<file path="config.mk">
export PLATFORM = sky130hd
export DESIGN_NAME = dpram_fifo_ctrl_flat
export DESIGN_NICKNAME = d
export VERILOG_FILES = /design/src/rtl/dpram_fifo_ctrl_if.sv /design/src/rtl/dpram_fifo_ctrl.sv /design/src/flat_wrapper.sv
export SDC_FILE = /design/constraint.sdc
export NUM_CORES = 1
export LEC_CHECK = 0
export CAP_MARGIN = 20
export CORE_UTILIZATION = 40
export CTS_CLUSTER_SIZE = 24
export DETAILED_ROUTE_END_ITERATION = 6
export PLACE_DENSITY = 0.71
export SLEW_MARGIN = 20
export SYNTH_ARGS = -nofsm -noshare
export SYNTH_HDL_FRONTEND = slang
export SYNTH_SLANG_ARGS = --single-unit
</file>
<file path="constraint.sdc">
create_clock -name clk_i -period 5.6 [get_ports clk_i]
set_clock_uncertainty 0.15 [all_clocks]
set_input_delay 0.56 -clock clk_i [delete_from_list [all_inputs] [get_ports clk_i]]
set_output_delay 0.56 -clock clk_i [all_outputs]
set_load 0.005 [all_outputs]
</file>
<file path="src/rtl/dpram_fifo_ctrl_if.sv">
// Valid/ready stream bundle: producer -> FIFO controller (s_*), controller -> consumer (m_*).
interface dpram_fifo_ctrl_if #(
    parameter int unsigned DW = 32
);
    logic          s_valid;
    logic          s_ready;
    logic [DW-1:0] s_data;
    logic          m_valid;
    logic          m_ready;
    logic [DW-1:0] m_data;

    // Controller side: sinks the producer stream, sources the consumer stream.
    modport slave (
        input  s_valid, s_data, m_ready,
        output s_ready, m_valid, m_data
    );

    // Environment side: drives producer words and consumer acceptance.
    modport master (
        output s_valid, s_data, m_ready,
        input  s_ready, m_valid, m_data
    );
endinterface

</file>
<file path="src/rtl/dpram_fifo_ctrl.sv">
// Streaming FIFO controller around an external dual-port RAM (port A write, port B read).
// The RAM's read latency is hidden by a small output skid buffer; reads are only issued
// when the skid is guaranteed to have room for the returning word.
module dpram_fifo_ctrl #(
    parameter int unsigned DW      = 32,
    parameter int unsigned AW      = 11,
    parameter int unsigned DEPTH   = 1280,
    parameter int unsigned N_DELAY = 1,
    localparam int unsigned LW     = $clog2(DEPTH + N_DELAY + 2)
) (
    input  logic             clk_i,
    input  logic             rst_i,
    input  logic             flush_i,
    dpram_fifo_ctrl_if.slave strm_io,
    output logic [LW-1:0]    level_o,
    output logic             ram_ena_o,
    output logic             ram_wea_o,
    output logic [AW-1:0]    ram_addra_o,
    output logic [DW-1:0]    ram_dia_o,
    output logic             ram_enb_o,
    output logic [AW-1:0]    ram_addrb_o,
    input  logic [DW-1:0]    ram_dob_i
);
    localparam int unsigned SKID = N_DELAY + 1;
    localparam int unsigned CW   = $clog2(DEPTH + 1);
    localparam int unsigned PW   = $clog2(N_DELAY + 1);
    localparam int unsigned SCW  = $clog2(SKID + 1);
    localparam int unsigned SIW  = $clog2(SKID);
    localparam int unsigned CRW  = SCW + 1;

    logic [AW-1:0]      wr_ptr_q, wr_ptr_d;
    logic [AW-1:0]      rd_ptr_q, rd_ptr_d;
    logic [CW-1:0]      mem_cnt_q, mem_cnt_d;
    logic [N_DELAY-1:0] vld_pipe_q, vld_pipe_d;
    logic [DW-1:0]      skid_mem_q [SKID];
    logic [SIW-1:0]     skid_wr_q, skid_wr_d;
    logic [SIW-1:0]     skid_rd_q, skid_rd_d;
    logic [SCW-1:0]     skid_cnt_q, skid_cnt_d;
    logic [PW-1:0]      inflight;
    logic               push, pop, issue, capture;

    function automatic logic [AW-1:0] ptr_inc(input logic [AW-1:0] p);
        return (p == AW'(DEPTH - 1)) ? '0 : p + AW'(1);
    endfunction

    function automatic logic [SIW-1:0] skid_inc(input logic [SIW-1:0] p);
        return (p == SIW'(SKID - 1)) ? '0 : p + SIW'(1);
    endfunction

    // Handshakes; s_ready looks only at mem_cnt so a pop never combinationally opens the input.
    assign strm_io.s_ready = !rst_i && (mem_cnt_q != CW'(DEPTH));
    assign strm_io.m_valid = (skid_cnt_q != '0);
    assign strm_io.m_data  = skid_mem_q[skid_rd_q];

    // A flush drops the same-cycle push and does not count the same-cycle pop.
    assign push     = strm_io.s_valid && strm_io.s_ready && !flush_i;
    assign pop      = strm_io.m_valid && strm_io.m_ready && !flush_i;
    assign inflight = PW'($countones(vld_pipe_q));
    assign capture  = vld_pipe_q[N_DELAY-1] && !flush_i && !rst_i;

    // Credit rule: words in flight plus words held, minus the one leaving now, must leave a slot.
    assign issue = (mem_cnt_q != '0) &&
                   ((CRW'(inflight) + CRW'(skid_cnt_q)) < (CRW'(SKID) + CRW'(pop)));

    assign ram_ena_o   = push;
    assign ram_wea_o   = push;
    assign ram_addra_o = wr_ptr_q;
    assign ram_dia_o   = strm_io.s_data;
    // Port B stays enabled so a multi-stage RAM output chain keeps advancing.
    assign ram_enb_o   = !rst_i;
    assign ram_addrb_o = rd_ptr_q;

    assign level_o = LW'(mem_cnt_q) + LW'(inflight) + LW'(skid_cnt_q);

    // Next-state for pointers, counters, read-tag pipe and skid indices.
    always_comb begin
        wr_ptr_d      = push ? ptr_inc(wr_ptr_q) : wr_ptr_q;
        rd_ptr_d      = issue ? ptr_inc(rd_ptr_q) : rd_ptr_q;
        mem_cnt_d     = mem_cnt_q + CW'(push) - CW'(issue);
        vld_pipe_d    = '0;
        vld_pipe_d[0] = issue;
        for (int i = 1; i < int'(N_DELAY); i++) begin
            vld_pipe_d[i] = vld_pipe_q[i-1];
        end
        skid_wr_d  = capture ? skid_inc(skid_wr_q) : skid_wr_q;
        skid_rd_d  = pop ? skid_inc(skid_rd_q) : skid_rd_q;
        skid_cnt_d = skid_cnt_q + SCW'(capture) - SCW'(pop);
    end

    // Control state; reset and flush clear identically, RAM contents are left alone.
    always_ff @(posedge clk_i) begin
        if (rst_i || flush_i) begin
            wr_ptr_q   <= '0;
            rd_ptr_q   <= '0;
            mem_cnt_q  <= '0;
            vld_pipe_q <= '0;
            skid_wr_q  <= '0;
            skid_rd_q  <= '0;
            skid_cnt_q <= '0;
        end else begin
            wr_ptr_q   <= wr_ptr_d;
            rd_ptr_q   <= rd_ptr_d;
            mem_cnt_q  <= mem_cnt_d;
            vld_pipe_q <= vld_pipe_d;
            skid_wr_q  <= skid_wr_d;
            skid_rd_q  <= skid_rd_d;
            skid_cnt_q <= skid_cnt_d;
        end
    end

    // Skid storage: tagged RAM output is captured when its read tag leaves the pipe.
    always_ff @(posedge clk_i) begin
        if (capture) begin
            skid_mem_q[skid_wr_q] <= ram_dob_i;
        end
    end

    // The credit rule must make a capture into a full, non-draining skid impossible.
    always_ff @(posedge clk_i) begin
        if (!rst_i) begin
            assert (!(capture && (skid_cnt_q == SCW'(SKID)) && !pop));
        end
    end
endmodule

</file>
<file path="src/flat_wrapper.sv">
// flat-port wrapper written by rule: the top's interface ports become plain ports
module dpram_fifo_ctrl_flat 
#(
    parameter int unsigned DW      = 32,
    parameter int unsigned AW      = 11,
    parameter int unsigned DEPTH   = 1280,
    parameter int unsigned N_DELAY = 1,
    localparam int unsigned LW     = $clog2(DEPTH + N_DELAY + 2)
)
  (clk_i, rst_i, flush_i, level_o, ram_ena_o, ram_wea_o, ram_addra_o, ram_dia_o, ram_enb_o, ram_addrb_o, ram_dob_i, strm_io_s_valid, strm_io_s_data, strm_io_m_ready, strm_io_s_ready, strm_io_m_valid, strm_io_m_data);
  dpram_fifo_ctrl_if #(.DW(DW)) strm_io_i ();
  input  logic clk_i;
  input  logic rst_i;
  input  logic flush_i;
  output logic [LW-1:0] level_o;
  output logic ram_ena_o;
  output logic ram_wea_o;
  output logic [AW-1:0] ram_addra_o;
  output logic [DW-1:0] ram_dia_o;
  output logic ram_enb_o;
  output logic [AW-1:0] ram_addrb_o;
  input  logic [DW-1:0] ram_dob_i;
  input wire logic [$bits(strm_io_i.s_valid)-1:0] strm_io_s_valid;
  input wire logic [$bits(strm_io_i.s_data)-1:0] strm_io_s_data;
  input wire logic [$bits(strm_io_i.m_ready)-1:0] strm_io_m_ready;
  output wire logic [$bits(strm_io_i.s_ready)-1:0] strm_io_s_ready;
  output wire logic [$bits(strm_io_i.m_valid)-1:0] strm_io_m_valid;
  output wire logic [$bits(strm_io_i.m_data)-1:0] strm_io_m_data;
  assign strm_io_i.s_valid = strm_io_s_valid;
  assign strm_io_i.s_data = strm_io_s_data;
  assign strm_io_i.m_ready = strm_io_m_ready;
  assign strm_io_s_ready = strm_io_i.s_ready;
  assign strm_io_m_valid = strm_io_i.m_valid;
  assign strm_io_m_data = strm_io_i.m_data;
  dpram_fifo_ctrl #(.DW(DW), .AW(AW), .DEPTH(DEPTH), .N_DELAY(N_DELAY)) u_core (.clk_i(clk_i), .rst_i(rst_i), .flush_i(flush_i), .strm_io(strm_io_i), .level_o(level_o), .ram_ena_o(ram_ena_o), .ram_wea_o(ram_wea_o), .ram_addra_o(ram_addra_o), .ram_dia_o(ram_dia_o), .ram_enb_o(ram_enb_o), .ram_addrb_o(ram_addrb_o), .ram_dob_i(ram_dob_i));
endmodule
</file>
Yosys cells after proc, flatten, opt, wreduce, memory -nomap -nowiden
Memory sizes are Yosys's and may differ from the RTL's. A register that Yosys moved wholly into a read port is not among the register bits.
Index checks and enable logic that the tools add are counted.
- add/subtract/negate cells: 12
- $mul: 0
- div/mod/pow operators: 0
- order comparisons: 1
- equal/unequal tests: 3
- shift operators: 0
- muxes and demuxes: 8
- bitwise logic cells: 0
- reduce and logical (&&, ||, !) cells: 13
- operators with widths (kind ; number):
    $add A11 B1 Y11 ; 2
    $add A11 B1 Y11 const B ; 2
    $eq A11 B11 Y1 const B ; 2
    $mux W11 ; 2
    $add A11 B2 Y11 ; 1
    $ne A11 B11 Y1 const B ; 1
    $reduce_bool A11 Y1 ; 1
    $sub A11 B1 Y11 ; 1
    $logic_and A1 B1 Y1 ; 8
    $mux W1 ; 6
    $add A1 B2 Y3 ; 1
    $add A2 B1 Y3 const A ; 1
    $lt A3 B3 Y1 ; 1
    $add A1 B1 Y1 const B ; 2
    $add A2 B1 Y2 ; 1
    $logic_not A1 Y1 ; 2
    $reduce_bool A2 Y1 ; 1
    $sub A2 B1 Y2 ; 1
    $logic_or A1 B1 Y1 ; 1
- register bits: 38
- latch bits: 0
- memory bits (writable): 64
- memory bits (read-only): 0
- bits of input ports: 69
- output and inout bits: 102
- word-level logic and storage cells: 45
- memories kept: 1
- memory list (name ; depth ; bits a word ; rd ports ; clocked after Yosys merged registers in ; write ports ; RTL line ; RTL):
    u_core.skid_mem_q ; 2 ; 32 ; 1 ; 1 ; 1 ; dpram_fifo_ctrl.sv:35 ; logic [DW-1:0] skid_mem_q [SKID];

Longest topological paths before layout
Gate-level depths: netlist of run 1.
- depth in word-level cells: 7
- depth in mapped cells: 15
- gate-level depth less buffers: 15

Worst setup path before layout of run 1
Ideal clock, no wire load.
- kind: input -> register
- start point: in rst_i
- end point: mem u_core.skid_mem_q[0][0], enable pin
- setup time: 0.461 ns
- arrival time: 3.245 ns
- required time: 4.989 ns
- path slack: 1.744 ns
- stages on the path: 3
- buffers on the path: 1
- cell sequence: or2_2 -> clkbuf_1 -> nor3_1
- cells in the longest elaborated chain, start to end: 4
- RTL lines (element ; RTL line ; RTL):
    start, declared ; flat_wrapper.sv:13 ; input logic rst_i;
    $logic_not A1 Y1 ; dpram_fifo_ctrl.sv:59 ; assign capture = vld_pipe_q[N_DELAY-1] && !flush_i && !rst_i;
    $logic_and A1 B1 Y1 ; dpram_fifo_ctrl.sv:59 ;
    $mux W1 ; dpram_fifo_ctrl.sv:113 ; if (capture) begin
    $mux W1 (not written as such) ; dpram_fifo_ctrl.sv:114 ; skid_mem_q[skid_wr_q] <= ram_dob_i;
    end, declared ; dpram_fifo_ctrl.sv:35 ;
No other way between the ends.

Worst setup path after layout of run 1
- start point: reg u_core.mem_cnt_q[6]
- end point: reg u_core.mem_cnt_q[10]
- cells in the longest elaborated chain, start to end: 6
- elaborated cells between the ends (all ways): 8
- classes of those cells: add/sub (2); eq/ne (1); reduce/logical (5)
- RTL lines (element ; RTL line ; RTL):
    start, declared ; dpram_fifo_ctrl.sv:33 ; logic [CW-1:0] mem_cnt_q, mem_cnt_d;
    start signal, assigned ; dpram_fifo_ctrl.sv:103 ; mem_cnt_q <= mem_cnt_d;
    $ne A11 B11 Y1 ; dpram_fifo_ctrl.sv:51 ; assign strm_io.s_ready = !rst_i && (mem_cnt_q != CW'(DEPTH));
    $logic_and A1 B1 Y1 ; dpram_fifo_ctrl.sv:51 ;
    $logic_and A1 B1 Y1 (2 in a row) ; dpram_fifo_ctrl.sv:56 ; assign push = strm_io.s_valid && strm_io.s_ready && !flush_i;
    $add A11 B1 Y11 ; dpram_fifo_ctrl.sv:79 ; mem_cnt_d = mem_cnt_q + CW'(push) - CW'(issue);
    $sub A11 B1 Y11 (*) ; dpram_fifo_ctrl.sv:79 ;
Every way passes the cells marked *; elsewhere a longest branch is shown, timed or not.
A chain may end at the register's enable or synchronous reset.

==> metrics.cfg, run 1 <==
[timing]
setup_slack_ns=1.63
slew_viol_final=0
hold_violations=0
timing.final.crit_share=0.710
rsz0062_at_grt=no
setup_tns_ns=0
slew_headroom=0.481
setup_violations=0
min_period_ns=3.97
tightest_slew_ns=0.778
fmax_ghz=0.252

[global_route]
busiest_layer=met2
grt_max_degree=39
met2_usage=0.252
grt_overflow=0
grt_pass1_vias=3467
use_met1=0.203
grt_pass1_wl_um=16400
grt_util_all_layers=0.156
antenna_found_initial=0
grtUsageMet3=0.0382

[cts]
hold_buffers=0
cts_buffer_depth=2
clk_pin_slew_ns=0.07
clockRootBuffer=clkbuf_16
clock_sinks=103
tritoncts=built
post_cts_resized=0
numCtsBuffers=9
htreeDepth=3
clock_latency_ns=0.33
post_cts_buffers=0

[run_status]
status=finished, final reports clean

[placement]
numPortBuffers=106
gp_congestion=0.836
dp_slack_ns=1.38
hpwl_um=7120
placed_cell_area_um2=6190

[synth]
synthFlopType=edfxtp_1
postSynth.asyncResetShare=0
yosysWarningCount=0
synth-seq-cells=103
syn-cell-area_um2=5170
synthDistinctLibCells=51
synth_area_per_cell_um2=11.6
synth_edf_count=64
synth_cells=444
synth_top_area_cell=edfxtp_1
synth_top_cells_by_area=edfxtp_1 (37%), dfxtp_1 (15%), mux2_2 (7.2%)
syn_nets=545
yosysTopAreaCellShare=0.372
ys_seq_area_frac=0.523

[worst_hold_path]
hold_class=register to register

[die]
row_count=41
die_x_um=116
dieArea_um2=13400
ios=171
core_um2=12600
start_util=0.410
die_h_um=116

[critical_path]
worstReg2RegStart=u_core.mem_cnt_q[6]$_SDFF_PP0_
start_kind=register
r2r_slack_ns=1.63
r2r-end=u_core.mem_cnt_q[10]$_SDFF_PP0_
required_ns=5.71
rr_worst_depth=15
arrival_ns=4.08
cp_max_fo=7
criticalPathCategory=register to register
crit_start=u_core.mem_cnt_q[6]$_SDFF_PP0_
crit_path_end=u_core.mem_cnt_q[10]$_SDFF_PP0_
endpoint_kind=register

[route]
drc_errors=0
vias=3500
wl_um=10200
antenna_left=0
routedWlPerCell_um=14.6
detail_route.iter0.violations=210
vias_per_cell=5.01
first_pass_iters=4

[power_and_ir_drop]
max-vdd-ir-drop_mv=0.186
powerDensity_nw_per_um2=356
power_mw=2.31
power.leakage_nw=2.35

[job]
cap_violations=0

[final_layout]
area.growth.synth_to_final_pct=25.5
final_area_um2=6490
n_antenna_cell=0
nNetsFinal=623
final_common_cell=clkdlybuf4s50_1
final_cell_mix=clkdlybuf4s50_1 (106), edfxtp_1 (64), nor2_1 (39), dfxtp_1 (39), mux2_2 (33)
fillers=1130
drive_gt1_frac=0.123

-- how the worst min path moves through the flow --
stage / endpoint / from / slack (ns) / cells after the start
2_1_floorplan: u_core.ram_addrb_o[5]$_SDFFE_PP0P_ / u_core.ram_addrb_o[5]$_SDFFE_PP0P_ / 0.32 / 2
3_3_place_gp: u_core.ram_addrb_o[5]$_SDFFE_PP0P_ / u_core.ram_addrb_o[5]$_SDFFE_PP0P_ / 0.33 / 2
3_5_place_dp: u_core.ram_addrb_o[7]$_SDFFE_PP0P_ / u_core.ram_addrb_o[7]$_SDFFE_PP0P_ / 0.35 / 2
4_1_cts: u_core.ram_addrb_o[5]$_SDFFE_PP0P_ / u_core.ram_addrb_o[5]$_SDFFE_PP0P_ / 0.36 / 2
5_1_grt: u_core.ram_addrb_o[5]$_SDFFE_PP0P_ / u_core.ram_addrb_o[5]$_SDFFE_PP0P_ / 0.39 / 2
6_report: u_core.ram_addrb_o[5]$_SDFFE_PP0P_ / u_core.ram_addrb_o[5]$_SDFFE_PP0P_ / 0.35 / 2
-- metal layers --
layer | routed length (µm) | vias to the layer above
met5 | 0 | -
li1 | - | 1691
met1 | 4770 | 1669
met3 | 720 | 23
met2 | 4540 | 117
met4 | 187 | 0
-- state kept, by name, summed over array words and instances (netlist names), named ones only --
signal and flops:
u_core.skid_mem_q 64, u_core.mem_cnt_q 11, u_core.inflight 1, u_core.skid_cnt_q 2, u_core.ram_addrb_o 11, u_core.skid_rd_q 1
u_core.skid_wr_q 1, u_core.ram_addra_o 11
-- critical path, stage by stage (launching register included) --
cell and delay, ns:
dfxtp_1 0.43, inv_1 0.09, ha_1 0.21, and3b_1 0.24, a41o_1 0.36, nor2_1 0.20, inv_1 0.07, ha_1 0.27
inv_1 0.04, ha_1 0.20, fa_1 0.43, a211o_2 0.35, a311oi_2 0.27, nor3_1 0.10, or3_1 0.37, a21oi_1 0.13
-- report_power, final --
part	total [mW]	switching (mW)	internal [mW]
Combinational	0.785	0.388	0.397
Sequential	0.911	0.0578	0.854
Clock	0.616	0.268	0.347
Total	2.31	0.715	1.60
-- Yosys cell counts (all sizes together) (4+ instances only) --
cell and count:
clkbuf 6, nand2 24, o21ai 12, and3b 4
a31oi 5, or4 4, buf 36, inv 30
nor2 39, nor3 5, xnor2 17, dfxtp 39
mux2i 4, ha 29, xor2 11, mux2 33
nand3 12, edfxtp 64, nand4 6, a21oi 17
-- cell type report --
class / instances / area (µm²) / share of cell area
Inverter: 30 / 113 / 0.0174
Clock buffer: 9 / 225 / 0.0347
Tap cell: 172 / 215 / 0.0332
Clock inverter: 7 / 72.6 / 0.0112
Sequential cell: 103 / 2700 / 0.416
Multi-Input combinational cell: 269 / 2080 / 0.320
Timing Repair Buffer: 109 / 1080 / 0.167
-- stage by stage --
| stage | hold slack [ns] | instances | util |
|---|---|---|---|
| after floorplan | 0.322 | 444 | - |
| after global placement | 0.331 | 683 | 0.491 |
| after detailed placement | 0.350 | 683 | 0.491 |
| after CTS | 0.359 | 699 | 0.514 |
| after global routing | 0.391 | 699 | 0.514 |
| final | 0.352 | 699 | 0.514 |
-- cells by family after synthesis --
logic type | Yosys count | share of synthesized area
multiplexers | 37 | 0.0796
AND/OR/NAND/NOR | 121 | 0.124
XOR/XNOR | 28 | 0.0474
buffers and inverters | 72 | 0.0762
AO/OA/AOI/OAI | 51 | 0.0683
adder cells (fa/ha/maj) | 32 | 0.0818
flip-flops | 103 | 0.523
Note: power is estimated with default switching activity, not from simulation.
==> run 2: changes to the inputs <==
clock period = 3.76 ns   (was 5.6 ns; I/O delays follow)
==> run 2 against run 1 <==
Cell area grew 1.5%. Highest routed layer unchanged. Clock power grew 39%. Setup slack lost 1.4 ns. Critical path type unchanged. Fmax grew 11%.
==> metrics.cfg, run 2 (same netlist as run 1, synthesis figures left out) <==
[die]
dieArea_um2=13400  ; unchanged
start_util=0.410  ; unchanged
die_x_um=116  ; unchanged
die_h_um=116  ; unchanged
ios=171  ; unchanged
row_count=41  ; unchanged
core_um2=12600  ; unchanged

[cts]
numCtsBuffers=9  ; unchanged
clock_latency_ns=0.34  ; about the same
clock_sinks=103  ; unchanged
htreeDepth=3  ; unchanged
tritoncts=built
cts_buffer_depth=2  ; unchanged
clockRootBuffer=clkbuf_16
clk_pin_slew_ns=0.07  ; about the same

[critical_path]
criticalPathCategory=register to register
arrival_ns=3.71  ; -0.37 ns
rr_worst_depth=15  ; unchanged
cp_max_fo=5  ; -2
r2r-end=u_core.mem_cnt_q[10]$_SDFF_PP0_
r2r_slack_ns=0.18  ; -1.45 ns
worstReg2RegStart=u_core.mem_cnt_q[6]$_SDFF_PP0_
endpoint_kind=register
start_kind=register
required_ns=3.89  ; -1.82 ns

[final_layout]
nNetsFinal=634  ; +1.8%
drive_gt1_frac=0.156  ; +0.0328
fillers=1149  ; +1.7%
n_antenna_cell=0  ; unchanged
final_cell_mix=clkdlybuf4s50_1 (106), edfxtp_1 (64), nor2_1 (38)
largest_reg_flops=64  ; unchanged
fin_util=0.522  ; +0.00754
area.growth.synth_to_final_pct=27.4
final_common_cell=clkdlybuf4s50_1
top_register=u_core.skid_mem_q

[timing]
slew_viol_final=0  ; unchanged
timing.final.crit_share=0.952  ; +0.243
slew_headroom=0.522  ; +0.0412
tightest_slew_ns=0.707  ; -0.0711 ns
fmax_ghz=0.279  ; +11%
rsz0062_at_grt=no
hold_violations=0  ; unchanged
setup_violations=0  ; unchanged
min_period_ns=3.58  ; -0.393 ns
setup_tns_ns=0  ; unchanged

[global_route]
grt_pass1_wl_um=17000  ; +3.6%
grt_pass1_vias=3507  ; +1.2%
grt_max_degree=33  ; -15%
antenna_found_initial=0  ; unchanged
grt_overflow=0  ; unchanged
grt_util_all_layers=0.165  ; +0.00930

[worst_hold_path]
hold_start=u_core.ram_addrb_o[7]$_SDFFE_PP0P_
min_path_cells=2  ; unchanged
hold_class=register to register
min_to=u_core.ram_addrb_o[7]$_SDFFE_PP0P_

[route]
routedWlPerCell_um=15.2  ; +4.1%
vias=3565  ; +1.9%
first_pass_iters=4  ; unchanged
wl_um=10800  ; +5.8%
drc_errors=0  ; unchanged
vias_per_cell=5.02  ; +0.28%
detail_route.iter0.violations=245  ; +17%
antenna_left=0  ; unchanged

[placement]
numPortBuffers=106  ; unchanged
hpwl_um=7560  ; +6.1%
gp_congestion=0.938  ; +12%

[run_status]
status=finished, final reports clean

[power_and_ir_drop]
p_int_mw=2.41  ; +51%
combPwrFrac=0.376  ; +0.036
power.switching_mw=1.14  ; +59%
powerDensity_nw_per_um2=539  ; +51%
clkPwrFrac=0.242  ; -0.024
max-vdd-ir-drop_mv=0.359  ; +93%
power.leakage_nw=2.40  ; +2.2%
switching_share=0.321  ; +0.0118
seqPwrFrac=0.382  ; -0.012

[job]
cap_violations=0  ; unchanged

-- run 2: worst max path at each step --
stage | startpoint | slack, ns | cells after the start | end
floorplan | u_core.mem_cnt_q[4]$_SDFF_PP0_ | 0.07 | 15 | u_core.mem_cnt_q[10]$_SDFF_PP0_
global placement | rst_i | 0.08 | 14 | u_core.mem_cnt_q[10]$_SDFF_PP0_
detailed placement | rst_i | 0.02 | 14 | u_core.mem_cnt_q[10]$_SDFF_PP0_
CTS | u_core.mem_cnt_q[2]$_SDFF_PP0_ | 0.06 | 15 | u_core.mem_cnt_q[10]$_SDFF_PP0_
global route | u_core.mem_cnt_q[5]$_SDFF_PP0_ | 0.002 | 15 | u_core.mem_cnt_q[10]$_SDFF_PP0_
finish | u_core.mem_cnt_q[6]$_SDFF_PP0_ | 0.18 | 15 | u_core.mem_cnt_q[10]$_SDFF_PP0_
-- run 2: final cells by class --
class,instances,area (µm²),share of cell area
clock buffer,9,225,0.0342
clock inverter,7,48.8,0.00741
inverter,30,113,0.0171
multi-input combinational,269,2100,0.319
sequential,103,2720,0.412
tap,172,215,0.0327
timing repair buffer,120,1170,0.177
-- run 2: routing by layer --
layer	up-vias	global-route usage	part of all wire
met1	1701	0.215	0.46
met2	116	0.261	0.44
met5	-	0	0
met3	30	0.0434	0.073
met4	0	0.0692	0.019
li1	1718	-	-
-- run 2: through the flow --
stage	instance area, µm²	setup slack, ns	power (mW)	instances	hold slack [ns]
2_1_floorplan	5170	0.0726	2.21	444	0.322
3_3_place_gp	6270	0.0796	2.57	693	0.329
3_5_place_dp	6270	0.0189	2.60	693	0.345
4_1_cts	6540	0.0640	3.49	709	0.351
5_1_grt	6590	0.00161	3.77	710	0.373
6_report	6590	0.179	3.55	710	0.354
-- run 2: timing repair --
item,CTS,global route
buffers inserted,0,1
endpoints found under the setup margin,0,2
resized for setup,0,12
hold buffers,0,0
hold endpoints to repair,0,0
-- run 2: worst max-delay path, cell delays in order (launching register included) --
cell	delay, ns
dfxtp_2	0.38
inv_1	0.08
ha_1	0.19
and3b_1	0.17
a41o_1	0.27
nor2_2	0.11
inv_1	0.05
ha_1	0.26
inv_1	0.04
ha_1	0.20
fa_2	0.35
a211o_4	0.37
a311oi_4	0.31
nor3_1	0.09
or3_1	0.37
a21oi_1	0.13
-- run 2: power groups by stage --
stage          combinational, mW  sequential, mW  clock [mW]
6_report                    1.34            1.36       0.859
5_1_grt                     1.47            1.37       0.924
4_1_cts                     1.25            1.35       0.891
3_5_place_dp                1.23            1.37           0
3_3_place_gp                1.20            1.37           0
2_1_floorplan              0.857            1.36           0
